<file path="src/rtl/ram_iir_allpole_pkg.sv">
// Shared types and helpers for the RAM-based all-pole IIR filter.
// Optional saturation of the result is enabled with the IIR_SAT_EN macro.
package iir_pkg;

  typedef enum logic [2:0] {
    CLEAR_S,
    IDLE_S,
    RUN_S,
    LAST_S,
    WRITE_S
  } state_e;

  // Accumulator width: product after the shift needs DW+1 bits, plus growth over ORDER taps.
  function automatic int unsigned acc_width(input int unsigned dw, input int unsigned order);
    return dw + 2 + $clog2(order);
  endfunction

  // Clamp a sign-extended value to the signed range of a dw-bit word.
  function automatic logic signed [63:0] sat_narrow(input logic signed [63:0] v,
                                                    input int unsigned     dw);
    logic signed [63:0] hi;
    logic signed [63:0] lo;
    hi = (64'sd1 <<< (dw - 1)) - 64'sd1;
    lo = -(64'sd1 <<< (dw - 1));
    if (v > hi) begin
      return hi;
    end else if (v < lo) begin
      return lo;
    end
    return v;
  endfunction

endpackage

</file>
<file path="src/rtl/ram_iir_allpole_if.sv">
// Sample-in / result-out handshake of the all-pole IIR filter.
// Signal names keep the filter's point of view: _i into the filter, _o out of it.
interface ram_iir_allpole_if #(
  parameter int unsigned DW = 16
) ();

  logic          sample_valid_i;
  logic [DW-1:0] data_i;
  logic          ready_o;
  logic [DW-1:0] data_o;
  logic          data_valid_o;

  // Sample source side.
  modport master (
    output sample_valid_i,
    output data_i,
    input  ready_o,
    input  data_o,
    input  data_valid_o
  );

  // Filter side.
  modport slave (
    input  sample_valid_i,
    input  data_i,
    output ready_o,
    output data_o,
    output data_valid_o
  );

endinterface

</file>
<file path="src/rtl/iir_mac.sv">
// Multiply-accumulate for the all-pole filter: signed y*a, arithmetic shift right by DW-1
// (floor), summed into a registered accumulator with clear and enable.
module iir_mac #(
  parameter int unsigned DW    = 16,
  parameter int unsigned ACC_W = 23
) (
  input  logic                    clk_i,
  input  logic                    srst_n_i,
  input  logic                    clr_i,
  input  logic                    en_i,
  input  logic [DW-1:0]           y_i,
  input  logic [DW-1:0]           a_i,
  output logic signed [ACC_W-1:0] acc_o
);

  logic signed [2*DW-1:0]  prod;
  logic signed [ACC_W-1:0] term;
  logic signed [ACC_W-1:0] acc_d;
  logic signed [ACC_W-1:0] acc_q;

  // Product, Q-shift and next accumulator value; clear wins over enable.
  always_comb begin
    prod  = $signed(y_i) * $signed(a_i);
    term  = ACC_W'(prod >>> (DW - 1));
    acc_d = acc_q;
    if (clr_i) begin
      acc_d = '0;
    end else if (en_i) begin
      acc_d = acc_q + term;
    end
  end

  // Accumulator register.
  always_ff @(posedge clk_i) begin
    if (!srst_n_i) begin
      acc_q <= '0;
    end else begin
      acc_q <= acc_d;
    end
  end

  assign acc_o = acc_q;

endmodule

</file>
<file path="src/rtl/ram.sv">
// Simple dual-port RAM: one write port, one read port with a registered (1-cycle) read.
module ram #(
  parameter int unsigned DW       = 16,
  parameter int unsigned DEPTH    = 32,
  parameter int unsigned AW       = 5,
  parameter string       RAMSTYLE = "M9K"
) (
  input  logic          clk_i,
  input  logic          we_i,
  input  logic [AW-1:0] waddr_i,
  input  logic [DW-1:0] wdata_i,
  input  logic [AW-1:0] raddr_i,
  output logic [DW-1:0] rdata_o
);

  (* ramstyle = RAMSTYLE *) logic [DW-1:0] mem [DEPTH];

  // Write when enabled; read is always registered.
  always_ff @(posedge clk_i) begin
    if (we_i) begin
      mem[waddr_i] <= wdata_i;
    end
    rdata_o <= mem[raddr_i];
  end

endmodule

</file>
<file path="src/rtl/rom.sv">
// Coefficient ROM with a registered (1-cycle) read.
// Contents come from INIT (word i at bits [i*DW +: DW]); FILE names the matching
// memory image handed to the vendor flow.
module rom #(
  parameter int unsigned           DW    = 16,
  parameter int unsigned           DEPTH = 32,
  parameter int unsigned           AW    = 5,
  parameter string                 FILE  = "none.mem",
  parameter logic [DEPTH*DW-1:0]   INIT  = '0
) (
  input  logic          clk_i,
  input  logic [AW-1:0] addr_i,
  output logic [DW-1:0] rdata_o
);

  // Registered lookup.
  always_ff @(posedge clk_i) begin
    rdata_o <= INIT[addr_i*DW +: DW];
  end

endmodule

</file>
<file path="src/rtl/ram_iir_allpole.sv">
// All-pole IIR: y[n] = x[n] - sum_{k=1..ORDER} a_k * y[n-k], one MAC per clock.
// Output history is a circular buffer in RAM, coefficients a_1..a_ORDER in ROM.
// Define IIR_SAT_EN to clamp the result instead of wrapping it.
module ram_iir_allpole
  import iir_pkg::*;
#(
  parameter int unsigned         DW          = 16,
  parameter int unsigned         ORDER       = 32,
  parameter string               COEFFS_FILE = "none.mem",
  parameter string               RAMSTYLE    = "M9K",
  parameter logic [ORDER*DW-1:0] COEFFS      = '0
) (
  input logic             clk_i,
  input logic             srst_n_i,
  ram_iir_allpole_if.slave bus_io
);

  localparam int unsigned   ACC_W    = acc_width(DW, ORDER);
  localparam int unsigned   YW       = ACC_W + 1;
  localparam int unsigned   AW       = $clog2(ORDER);
  localparam logic [AW-1:0] LastAddr = AW'(ORDER - 1);

  state_e        state_q, state_d;
  logic [AW-1:0] cnt_q, cnt_d;
  logic [AW-1:0] rptr_q, rptr_d;
  logic [AW-1:0] wptr_q, wptr_d;
  logic [DW-1:0] x_q, x_d;
  logic [DW-1:0] data_q, data_d;
  logic          valid_q, valid_d;
  logic          rd_vld_q;

  logic          accept;
  logic          ready;
  logic          ram_we;
  logic [AW-1:0] ram_waddr;
  logic [DW-1:0] ram_wdata;
  logic [DW-1:0] hist_rdata;
  logic [DW-1:0] coef_rdata;

  logic signed [ACC_W-1:0] acc;
  logic signed [YW-1:0]    y_full;
  logic [DW-1:0]           y_nar;

  function automatic logic [AW-1:0] ptr_dec(input logic [AW-1:0] p);
    return (p == '0) ? LastAddr : p - AW'(1);
  endfunction

  function automatic logic [AW-1:0] ptr_inc(input logic [AW-1:0] p);
    return (p == LastAddr) ? '0 : p + AW'(1);
  endfunction

  assign accept = (state_q == IDLE_S) && bus_io.sample_valid_i;

  ram #(
    .DW       (DW),
    .DEPTH    (ORDER),
    .AW       (AW),
    .RAMSTYLE (RAMSTYLE)
  ) u_hist (
    .clk_i   (clk_i),
    .we_i    (ram_we),
    .waddr_i (ram_waddr),
    .wdata_i (ram_wdata),
    .raddr_i (rptr_q),
    .rdata_o (hist_rdata)
  );

  rom #(
    .DW    (DW),
    .DEPTH (ORDER),
    .AW    (AW),
    .FILE  (COEFFS_FILE),
    .INIT  (COEFFS)
  ) u_coef (
    .clk_i   (clk_i),
    .addr_i  (cnt_q),
    .rdata_o (coef_rdata)
  );

  // Reads land one cycle after issue, so the MAC runs on the cycle after each RUN_S cycle.
  iir_mac #(
    .DW    (DW),
    .ACC_W (ACC_W)
  ) u_mac (
    .clk_i    (clk_i),
    .srst_n_i (srst_n_i),
    .clr_i    (accept),
    .en_i     (rd_vld_q),
    .y_i      (hist_rdata),
    .a_i      (coef_rdata),
    .acc_o    (acc)
  );

  // Result: x minus feedback sum, narrowed to DW bits.
`ifdef IIR_SAT_EN
  always_comb begin
    y_full = YW'($signed(x_q)) - YW'(acc);
    y_nar  = DW'(sat_narrow(64'(y_full), DW));
  end
`else
  logic unused_y_hi;
  always_comb begin
    y_full      = YW'($signed(x_q)) - YW'(acc);
    y_nar       = y_full[DW-1:0];
    unused_y_hi = ^y_full[YW-1:DW];
  end
`endif

  // State and datapath registers.
  always_ff @(posedge clk_i) begin
    if (!srst_n_i) begin
      state_q  <= CLEAR_S;
      cnt_q    <= '0;
      rptr_q   <= '0;
      wptr_q   <= '0;
      x_q      <= '0;
      data_q   <= '0;
      valid_q  <= 1'b0;
      rd_vld_q <= 1'b0;
    end else begin
      state_q  <= state_d;
      cnt_q    <= cnt_d;
      rptr_q   <= rptr_d;
      wptr_q   <= wptr_d;
      x_q      <= x_d;
      data_q   <= data_d;
      valid_q  <= valid_d;
      rd_vld_q <= (state_q == RUN_S);
    end
  end

  // Next-state and pointer sequencing.
  always_comb begin
    state_d = state_q;
    cnt_d   = cnt_q;
    rptr_d  = rptr_q;
    wptr_d  = wptr_q;
    x_d     = x_q;
    data_d  = data_q;
    valid_d = 1'b0;
    case (state_q)
      CLEAR_S: begin
        cnt_d = cnt_q + AW'(1);
        if (cnt_q == LastAddr) begin
          cnt_d   = '0;
          state_d = IDLE_S;
        end
      end
      IDLE_S: begin
        if (bus_io.sample_valid_i) begin
          x_d     = bus_io.data_i;
          cnt_d   = '0;
          rptr_d  = ptr_dec(wptr_q);
          state_d = RUN_S;
        end
      end
      RUN_S: begin
        cnt_d  = cnt_q + AW'(1);
        rptr_d = ptr_dec(rptr_q);
        if (cnt_q == LastAddr) begin
          cnt_d   = '0;
          state_d = LAST_S;
        end
      end
      LAST_S: begin
        state_d = WRITE_S;
      end
      WRITE_S: begin
        data_d  = y_nar;
        valid_d = 1'b1;
        wptr_d  = ptr_inc(wptr_q);
        state_d = IDLE_S;
      end
      default: begin
        cnt_d   = '0;
        state_d = CLEAR_S;
      end
    endcase
  end

  // History write port and handshake outputs.
  always_comb begin
    ready     = (state_q == IDLE_S);
    ram_we    = 1'b0;
    ram_waddr = wptr_q;
    ram_wdata = y_nar;
    case (state_q)
      CLEAR_S: begin
        ram_we    = 1'b1;
        ram_waddr = cnt_q;
        ram_wdata = '0;
      end
      WRITE_S: begin
        ram_we = 1'b1;
      end
      default: begin
        ram_we = 1'b0;
      end
    endcase
  end

  assign bus_io.ready_o      = ready;
  assign bus_io.data_o       = data_q;
  assign bus_io.data_valid_o = valid_q;

endmodule

</file>
<file path="src/flat_wrapper.sv">
// flat-port wrapper written by rule: the top's interface ports become plain ports
module ram_iir_allpole_flat import iir_pkg::*;
#(
  parameter int unsigned         DW          = 16,
  parameter int unsigned         ORDER       = 32,
  parameter string               COEFFS_FILE = "        ",
  parameter string               RAMSTYLE    = "   ",
  parameter logic [ORDER*DW-1:0] COEFFS      = '0
)
  (clk_i, srst_n_i, bus_io_sample_valid_i, bus_io_data_i, bus_io_ready_o, bus_io_data_o, bus_io_data_valid_o);
  ram_iir_allpole_if #(.DW(DW)) bus_io_i ();
  input logic clk_i;
  input logic srst_n_i;
  input wire logic [$bits(bus_io_i.sample_valid_i)-1:0] bus_io_sample_valid_i;
  input wire logic [$bits(bus_io_i.data_i)-1:0] bus_io_data_i;
  output wire logic [$bits(bus_io_i.ready_o)-1:0] bus_io_ready_o;
  output wire logic [$bits(bus_io_i.data_o)-1:0] bus_io_data_o;
  output wire logic [$bits(bus_io_i.data_valid_o)-1:0] bus_io_data_valid_o;
  assign bus_io_i.sample_valid_i = bus_io_sample_valid_i;
  assign bus_io_i.data_i = bus_io_data_i;
  assign bus_io_ready_o = bus_io_i.ready_o;
  assign bus_io_data_o = bus_io_i.data_o;
  assign bus_io_data_valid_o = bus_io_i.data_valid_o;
  ram_iir_allpole #(.DW(DW), .ORDER(ORDER), .COEFFS_FILE(COEFFS_FILE), .RAMSTYLE(RAMSTYLE), .COEFFS(COEFFS)) u_core (.clk_i(clk_i), .srst_n_i(srst_n_i), .bus_io(bus_io_i));
endmodule
</file>
<file path="config.mk">
export PLATFORM = sky130hd
export DESIGN_NAME = ram_iir_allpole_flat
export DESIGN_NICKNAME = d
export VERILOG_FILES = /design/src/rtl/ram_iir_allpole_pkg.sv /design/src/rtl/ram_iir_allpole_if.sv /design/src/rtl/iir_mac.sv /design/src/rtl/ram.sv /design/src/rtl/rom.sv /design/src/rtl/ram_iir_allpole.sv /design/src/flat_wrapper.sv
export SDC_FILE = /design/constraint.sdc
export NUM_CORES = 1
export LEC_CHECK = 0
export CORE_UTILIZATION = 50
export CTS_BUF_LIST = sky130_fd_sc_hd__clkbuf_8 sky130_fd_sc_hd__clkbuf_16
export DETAILED_ROUTE_END_ITERATION = 8
export PLACE_DENSITY = 0.79
export SLEW_MARGIN = 5
export SYNTH_ARGS = -nofsm -noshare
export SYNTH_HDL_FRONTEND = slang
export SYNTH_SLANG_ARGS = --single-unit
</file>
<file path="constraint.sdc">
create_clock -name clk_i -period 2 [get_ports clk_i]
set_clock_uncertainty 0.2 [all_clocks]
set_input_delay 0.3 -clock clk_i [delete_from_list [all_inputs] [get_ports clk_i]]
set_output_delay 0.3 -clock clk_i [all_outputs]
set_load 0.01 [all_outputs]
</file>
==> impl_metrics.csv, run 1 <==
group,metric,value,unit
timing,drv_slew,0,
timing,hold_viol_final,0,
floorplan,die_w,61.09,µm
routing,vias,1429,
cells_and_area,drive_gt1_frac,0.08403,
setup_path,r2r_slack,0.06,ns
grt,antenna_found_initial,0,
synth,synth-main-ff-cell,"dfxtp_1",
floorplan,fp-row-count,21,
setup_path,r2r-start,"u_core.cnt_q[0]",
grt,gr-usage-all-layers,0.2114,
clock_network,cts_tree,"yes",
cells_and_area,design_area,2280,µm²
floorplan,fp.dieH,61.09,µm
synth,synth_area,1745,µm²
placed_design,hpwlAfterDp,2378,µm
synth,ys_ff_latch,41,
floorplan,initial_core_util,0.5231,
placed_design,place_congestion,0.7996,
timing,setup-violations-final,0,
routing,via_per_inst,5.032,
placed_design,dp_cells,276,
synth,yosysWarnings,0,
cells_and_area,layout.nets,260,
floorplan,coreArea,3337,µm²
cells_and_area,synthToLayoutAreaGrowth,30.61,%
timing,period_minus_slack,1.939,ns
timing,fin_tns_setup,0,ns
synth,post_synth.cell_area_avg,8.727,µm²
grt,grt_pass1_vias,1311,
routing,ant_nets,0,
timing,period_share,0.9695,
clock_network,cts-htree-levels,2,
clock_network,clock_path_buffers,2,
pwr,fin_total_pwr,1.440,mW
worst_hold_path,min_from,"u_core.x_q[1]",
worst_hold_path,hold_class,"reg2reg",
synth,synth_edf_count,0,
worst_hold_path,whs_endpoint,"u_core.x_q[1]",
setup_path,crit_path_end_kind,"flop",
setup_path,start_kind,"flop",
synth,synth_fp_nets,222,
placed_design,port_buffers,36,
grt,grt_pass1_wl,5554,µm
grt,grt_start_max_net_pins,42,
floorplan,die_area,3731,µm²
routing,drt-pass1-iter-count,4,
setup_path,r2r_cells,7,
routing,drtIter0Drc,81,
cells_and_area,diodes,0,
clock_network,postCtsHoldBufs,0,
routing,drc_errors,0,
setup_path,path_class,"reg2reg",
routing,routed_wl,3432,µm
cells_and_area,mostFrequentLayoutCell,"nand2_1",
timing,fin_ws,0.06096,ns
synth,synth_cell_type_count,38,
cells_and_area,n_fill_cell,298,
clock_network,cts_root_buf,"clkbuf_8",
placed_design,place_ws,0.1188,ns
setup_path,r2r_end,"u_core.cnt_q[3]",
timing,fmax,0.5157,GHz
cells_and_area,final_cell_mix,"nand2_1, dfxtp_1, clkdlybuf4s50_1",
pwr,max-vdd-ir-drop,423.9,µV
clock_network,cts_buffers,5,
clock_network,cts.sinks,41,
routing,wl_per_cell,12.08,µm
setup_path,cp.arrival,1.96,ns
setup_path,path_max_fanout,4,
floorplan,io_pins,37,
grt,grt_overflow,0,
clock_network,clk_latency,0.29,ns
cells_and_area,layoutNonFillerInstCount,284,
setup_path,cp.required,2.03,ns
placed_design,post_dp_cell_area,2177,µm²
synth,async_reset_ff_frac,0,
clock_network,clk_pin_slew,0.07,ns
pwr,power.density,631.5,nW/µm²
job,maxCapViolCount,0,
status,status,"finished clean",
worst_hold_path,min_path_cells,2,
synth,ys_seq_area_frac,0.4703,
pwr,power.leakage,0.8741,nW
synth,syn_inst,200,
-- metrics by stage --
stage	utilization	hold WS, ns
after global routing	0.6832	0.2867
after CTS	0.6809	0.2641
after detailed placement	0.6524	0.2534
after floorplan	-	0.2148
final	0.6832	0.2623
after global placement	0.6524	0.2350
-- cell usage after synthesis (2+ instances only) --
cell type  count  area, µm²
nand2_1       53      198.9
dfxtp_1       41      820.8
a21boi_0      25      187.7
a21oi_1        7      35.03
clkbuf_1       7      26.28
nor2_1         7      26.28
o21ai_0        7      35.03
nor2b_1        4      25.02
xor2_1         4      35.03
and2_1         3      18.77
ha_1           3      37.54
inv_1          3      11.26
nand3_1        3      15.01
o211a_1        3      30.03
a22oi_1        2      15.01
buf_2          2      10.01
buf_4          2      15.01
mux2i_1        2      20.02
nor3b_2        2      25.02
xnor2_1        2      17.52
-- sequential cells by signal, indices dropped and copies added, names as in the netlist --
signal	cells
u_core.state_q	3
u_core.bus_io.data_o	16
u_core.cnt_q	5
u_core.bus_io.data_valid_o	1
u_core.x_q	16
-- power breakdown --
group / switching [mW] / internal, mW / leakage (nW)
clock: 0.262 / 0.268 / 0.0485
sequential: 0.00437 / 0.821 / 0.331
combinational: 0.0286 / 0.0554 / 0.494
-- cells by family after synthesis --
family	after synthesis	synth area share
mux	2	0.01147
fa+ha+maj	3	0.02151
compound gates	48	0.1900
flops	41	0.4703
buf+inv	15	0.03871
xor+xnor	6	0.03011
other cells	1	0.002148
simple gates	84	0.2359
-- final cells by class --
type	instances	area, µm²	area share
multi-input cells	144	862.1	0.3782
flip-flops and latches	41	822.0	0.3606
repair buffers	43	440.4	0.1932
clock buffers	6	82.58	0.03622
well taps	46	57.56	0.02525
inverters	3	11.26	0.004940
clock inverters	1	3.754	0.001647
-- worst max-delay path, cell delays in order (launching register included) --
cell and delay (ns):
dfxtp_1 0.34, ha_1 0.23, and3_1 0.19, ha_1 0.20, or3_4 0.34, nor2_1 0.12, o21ai_0 0.11, a21oi_1 0.14
-- how the worst max path moves through the flow --
stage,slack [ns],cells after the start,end,from
global placement,0.17,7,u_core.cnt_q[2],u_core.cnt_q[0]
global route,-0.07,7,u_core.cnt_q[3],u_core.cnt_q[0]
detailed placement,0.12,7,u_core.cnt_q[3],u_core.cnt_q[0]
CTS,0.05,2,bus_io_ready_o,u_core.state_q[2]
floorplan,0.23,7,u_core.cnt_q[2],u_core.cnt_q[0]
finish,0.06,7,u_core.cnt_q[3],u_core.cnt_q[0]
-- repair_timing --
action                                  CTS  global route
pin swaps                                 1             0
endpoints found under the setup margin    1             3
buffers inserted                          1             0
resized for setup                         1             2
-- per-layer routing --
metal / part of all wire / vias to the layer above / global-route usage
met5: 0 / - / 0
met3: 0.043 / 6 / 0.07563
met2: 0.49 / 31 / 0.3696
met1: 0.45 / 650 / 0.2322
li1: - / 742 / -
met4: 0.016 / 0 / 0.08766
No activity file was read; power rests on OpenSTA's default activity.
==> run 2: changes to the inputs <==
--- a/config.mk
+++ b/config.mk
@@ -5,10 +5,10 @@
 export SDC_FILE = /design/constraint.sdc
 export NUM_CORES = 1
 export LEC_CHECK = 0
-export CORE_UTILIZATION = 50
+export CORE_UTILIZATION = 53
 export CTS_BUF_LIST = sky130_fd_sc_hd__clkbuf_8 sky130_fd_sc_hd__clkbuf_16
 export DETAILED_ROUTE_END_ITERATION = 8
-export PLACE_DENSITY = 0.79
+export PLACE_DENSITY = 0.83
 export SLEW_MARGIN = 5
 export SYNTH_ARGS = -nofsm -noshare
 export SYNTH_HDL_FRONTEND = slang
==> constraint.sdc (replaced) <==
create_clock -name clk_i -period 2.3 [get_ports clk_i]
set_clock_uncertainty 0.2 [all_clocks]
set_input_delay 0.345 -clock clk_i [delete_from_list [all_inputs] [get_ports clk_i]]
set_output_delay 0.345 -clock clk_i [all_outputs]
set_load 0.01 [all_outputs]
==> impl_metrics.csv, run 2 (synthesis gave the netlist of run 1 again) <==
group,metric,value,unit
setup_path,start_kind,"flop",
routing,routed_wl,3685,µm
timing,worst-slew-pin-transition,0.5853,ns
placed_design,hpwlAfterDp,2568,µm
floorplan,fp.dieH,59.39,µm
cells_and_area,multi_input_area,857.1,µm²
routing,drt-pass1-iter-count,4,
clock_network,postCtsHoldBufs,0,
setup_path,path_max_fanout,10,
clock_network,cts.sinks,41,
setup_path,r2r_cells,7,
floorplan,coreArea,3078,µm²
placed_design,port_buffers,36,
clock_network,cts_tree,"yes",
setup_path,path_depth,2,
setup_path,path_delay_family,"buffers and inverters",
worst_hold_path,min_path_cells,2,
timing,hold_viol_final,0,
routing,via_per_inst,5.294,
setup_path,crit_chain,"nor3b_2 -> clkdlybuf4s50_1",
timing,drv_slew,0,
cells_and_area,layout.nets,256,
timing,slew_headroom,0.6089,
setup_path,cp.arrival,1.59,ns
clock_network,clk_latency,0.29,ns
timing,rsz0062_at_grt,"no",
grt,grt_pass1_vias,1367,
setup_path,crit_path_end_kind,"output pin",
routing,vias,1477,
clock_network,cts_root_buf,"clkbuf_8",
cells_and_area,synthToLayoutAreaGrowth,26.52,%
routing,drtIter0Drc,65,
clock_network,postCtsResizedCells,0,
pwr,max-vdd-ir-drop,400.6,µV
timing,fmax,0.4688,GHz
job,maxCapViolCount,0,
grt,grt_overflow,0,
clock_network,cts-htree-levels,2,
cells_and_area,diodes,0,
floorplan,io_pins,37,
grt,grt_start_max_net_pins,42,
setup_path,slowest_stage,"clkdlybuf4s50_1",
routing,ant_nets,0,
grt,gr-usage-all-layers,0.2444,
cells_and_area,final_cell_mix,"nand2_1, dfxtp_1, clkdlybuf4s50_1",
grt,antenna_found_initial,0,
timing,period_minus_slack,2.133,ns
placed_design,dp_cells,271,
clock_network,cts_buffers,5,
pwr,power.density,553.9,nW/µm²
clock_network,post_cts_buffers,0,
cells_and_area,drive_gt1_frac,0.05957,
clock_network,clock_path_buffers,2,
cells_and_area,layoutNonFillerInstCount,279,
cells_and_area,mostFrequentLayoutCell,"nand2_1",
floorplan,initial_core_util,0.5671,
cells_and_area,n_fill_cell,265,
worst_hold_path,hold_class,"reg2reg",
routing,wl_per_cell,13.21,µm
setup_path,slowest_delay,0.58,ns
setup_path,path_class,"reg2out",
grt,grt_pass1_wl,6168,µm
pwr,power.leakage,0.8343,nW
placed_design,place_congestion,0.7828,
routing,drc_errors,0,
timing,fin_tns_setup,0,ns
setup_path,cp.required,1.75,ns
floorplan,die_area,3527,µm²
floorplan,fp-row-count,20,
setup_path,crit_buf_inv,1,
status,status,"finished clean",
timing,setup-violations-final,0,
cells_and_area,seq_area,822.0,µm²
floorplan,die_w,59.39,µm
timing,period_share,0.9274,
clock_network,clk_pin_slew,0.07,ns
==> run 2: cell types whose count changed in the layout (fill, tap and decap cells not counted), sizes merged <==
| cell | delta |
|---|---|
| buf | -4 |
| inv | +2 |
| clkbuf | -1 |
| clkdlybuf4s50 | +1 |
| dlymetal6s2s | -1 |
==> run 2: worst min-delay path: stages, from the launching register on <==
cell	delay (ns)
dfxtp_1	0.31
nand2_1	0.04
a21boi_0	0.06
==> run 2: final cells by class <==
class	count	share of cell area
clock buffer	5	0.03116
timing repair buffer	39	0.1734
sequential	41	0.3722
tap	44	0.02493
multi-input combinational	144	0.3881
inverter	3	0.005099
clock inverter	3	0.005099
==> run 2: power by group <==
group	leakage [nW]	total, mW	internal, mW	switching, mW
Sequential	0.331	0.718	0.714	0.00434
Clock	0.0519	0.433	0.202	0.231
Combinational	0.451	0.0722	0.0463	0.0259
==> run 2: path summary, 6_finish.rpt <==
| kind | start | endpoint | slack (ns) |
|---|---|---|---|
| setup / recovery | u_core.state_q[0] | bus_io_ready_o | 0.17 |
| hold / removal | u_core.bus_io.data_o[9] | u_core.bus_io.data_o[9] | 0.26 |
| setup reg to reg | u_core.cnt_q[0] | u_core.cnt_q[2] | 0.34 |
| hold reg to reg | u_core.bus_io.data_o[9] | u_core.bus_io.data_o[9] | 0.26 |
==> run 2: through the flow <==
stage	utilization	instance area [µm²]	hold WS (ns)	total power [mW]	setup WS (ns)
after floorplan	-	1745	0.2148	0.7659	0.5321
after global routing	0.7175	2208	0.2802	1.270	0.07304
final	0.7175	2208	0.2632	1.223	0.1671
after detailed placement	0.6911	2127	0.2523	0.8044	0.3530
after CTS	0.7171	2207	0.2664	1.230	0.05103
after global placement	0.6911	2127	0.2350	0.8015	0.4452
==> run 2: per-layer routing <==
layer | vias up | share of wire | GRT usage | routed length (µm)
li1 | 736 | - | - | -
met1 | 680 | 0.46 | 0.3187 | 1704
met2 | 55 | 0.47 | 0.3692 | 1715
met3 | 6 | 0.054 | 0.07642 | 200
met4 | 0 | 0.018 | 0.1088 | 65
met5 | - | 0 | 0 | 0
==> run 3: changes to the inputs <==
--- a/config.mk
+++ b/config.mk
@@ -8,6 +8,7 @@
 export CORE_UTILIZATION = 53
 export CTS_BUF_LIST = sky130_fd_sc_hd__clkbuf_8 sky130_fd_sc_hd__clkbuf_16
 export DETAILED_ROUTE_END_ITERATION = 8
+export MAX_ROUTING_LAYER = met4
 export PLACE_DENSITY = 0.83
 export SLEW_MARGIN = 5
 export SYNTH_ARGS = -nofsm -noshare
==> impl_metrics.csv, run 3 (synthesis gave the netlist of run 1 again) <==
group,metric,value,unit
floorplan,die_area,3527,µm²
pwr,power.density,554.0,nW/µm²
timing,slew_headroom,0.6091,
job,maxCapViolCount,0,
grt,gr-usage-all-layers,0.2517,
setup_path,slowest_stage,"clkdlybuf4s50_1",
floorplan,coreArea,3078,µm²
grt,grt_start_max_net_pins,42,
clock_network,cts-htree-levels,2,
clock_network,postCtsResizedCells,0,
worst_hold_path,hold_class,"reg2reg",
routing,routed_wl,3685,µm
timing,period_share,0.9274,
timing,period_minus_slack,2.133,ns
pwr,pwr-share-seq,0.587,
timing,fin_ws,0.1670,ns
pwr,max-vdd-ir-drop,400.5,µV
routing,drc_errors,0,
floorplan,die_w,59.39,µm
cells_and_area,diodes,0,
grt,grt_pass1_wl,6168,µm
clock_network,post_cts_buffers,0,
routing,top_layer_used,"met4",
setup_path,crit_chain,"nor3b_2 -> clkdlybuf4s50_1",
clock_network,postCtsHoldBufs,0,
routing,dr_wl_met2,1715,µm
clock_network,cts_buffers,5,
cells_and_area,drive_gt1_frac,0.05957,
routing,ant_nets,0,
clock_network,clk_pin_slew,0.07,ns
pwr,p_int,0.9622,mW
cells_and_area,final_cell_mix,"nand2_1, dfxtp_1, clkdlybuf4s50_1",
routing,vias,1477,
pwr,power.leakage,0.8343,nW
timing,hold_viol_final,0,
clock_network,clock_path_buffers,2,
timing,drv_slew,0,
setup_path,path_max_fanout,10,
routing,wl_per_cell,13.21,µm
grt,antenna_found_initial,0,
setup_path,start_kind,"flop",
status,status,"finished clean",
floorplan,fp-row-count,20,
routing,drtIter0Drc,65,
cells_and_area,mostFrequentLayoutCell,"nand2_1",
timing,fin_tns_setup,0,ns
floorplan,fp.dieH,59.39,µm
pwr,comb_power_share,0.059,
setup_path,slowest_delay,0.58,ns
routing,drt-pass1-iter-count,4,
cells_and_area,layout.nets,256,
placed_design,place_congestion,0.7937,
pwr,fin_total_pwr,1.223,mW
timing,worst-slew-pin-transition,0.5850,ns
placed_design,place_ws,0.3530,ns
routing,met1Wirelength,1704,µm
floorplan,initial_core_util,0.5671,
pwr,pwr-share-clk,0.354,
clock_network,cts_tree,"yes",
timing,fmax,0.4688,GHz
clock_network,cts.sinks,41,
routing,via_per_inst,5.294,
floorplan,io_pins,37,
placed_design,hpwlAfterDp,2568,µm
cells_and_area,synthToLayoutAreaGrowth,26.52,%
setup_path,path_class,"reg2out",
clock_network,cts_root_buf,"clkbuf_8",
setup_path,cp.required,1.75,ns
setup_path,crit_path_end_kind,"output pin",
setup_path,cp.arrival,1.59,ns
cells_and_area,final_util,0.7175,
routing,routed-wl-met3,200,µm
grt,grt_overflow,0,
timing,rsz0062_at_grt,"no",
pwr,switching_share,0.2134,
clock_network,clk_latency,0.29,ns
placed_design,port_buffers,36,
pwr,power_switching,0.2611,mW
grt,grt_pass1_vias,1367,
timing,setup-violations-final,0,
[run 3: cell counts in the layout (fill, tap and decap cells not counted)]
Identical to the previous run, type by type.
[run 3: per-layer routing]
metal | track usage | vias up
met5 | - | -
met1 | 0.3187 | 680
li1 | - | 736
met2 | 0.3692 | 55
met4 | 0.1088 | 0
met3 | 0.07642 | 6
[run 3: worst max-delay path: cells and delay by family (launching register included)]
family        cells  cell delay [ns]
buf+inv           1             0.58
flops             1             0.43
simple gates      1             0.29
[run 3: worst paths after layout]
| check | startpoint | to | slack [ns] | depth (start not counted) |
|---|---|---|---|---|
| worst max-delay path | u_core.state_q[0] | bus_io_ready_o | 0.17 | 2 |
| worst max register to register | u_core.cnt_q[0] | u_core.cnt_q[2] | 0.34 | 7 |
| worst min register to register | u_core.bus_io.data_o[9] | u_core.bus_io.data_o[9] | 0.26 | 2 |
| worst min-delay path | u_core.bus_io.data_o[9] | u_core.bus_io.data_o[9] | 0.26 | 2 |
[run 3: area by class of cell]
type | instances | area [µm²]
clock buffers | 5 | 68.82
clock inverters | 3 | 11.26
fillers | 265 | 869.6
inverters | 3 | 11.26
multi-input cells | 144 | 857.1
flip-flops and latches | 41 | 822.0
well taps | 44 | 55.05
repair buffers | 39 | 382.9
[run 3: stage by stage]
step                      instance area (µm²)  instances  hold WS, ns
final                                    2208        279       0.2632
after CTS                                2207        279       0.2664
after global placement                   2127        271       0.2350
after floorplan                          1745        200       0.2148
after detailed placement                 2127        271       0.2523
after global routing                     2208        279       0.2802
[run 3: power groups by stage]
stage	logic, mW	clock network (mW)	registers (mW)
floorplan	0.0327	0	0.733
global placement	0.0680	0	0.734
detailed placement	0.0703	0	0.734
CTS	0.0703	0.442	0.718
global route	0.0784	0.473	0.718
finish	0.0722	0.433	0.718
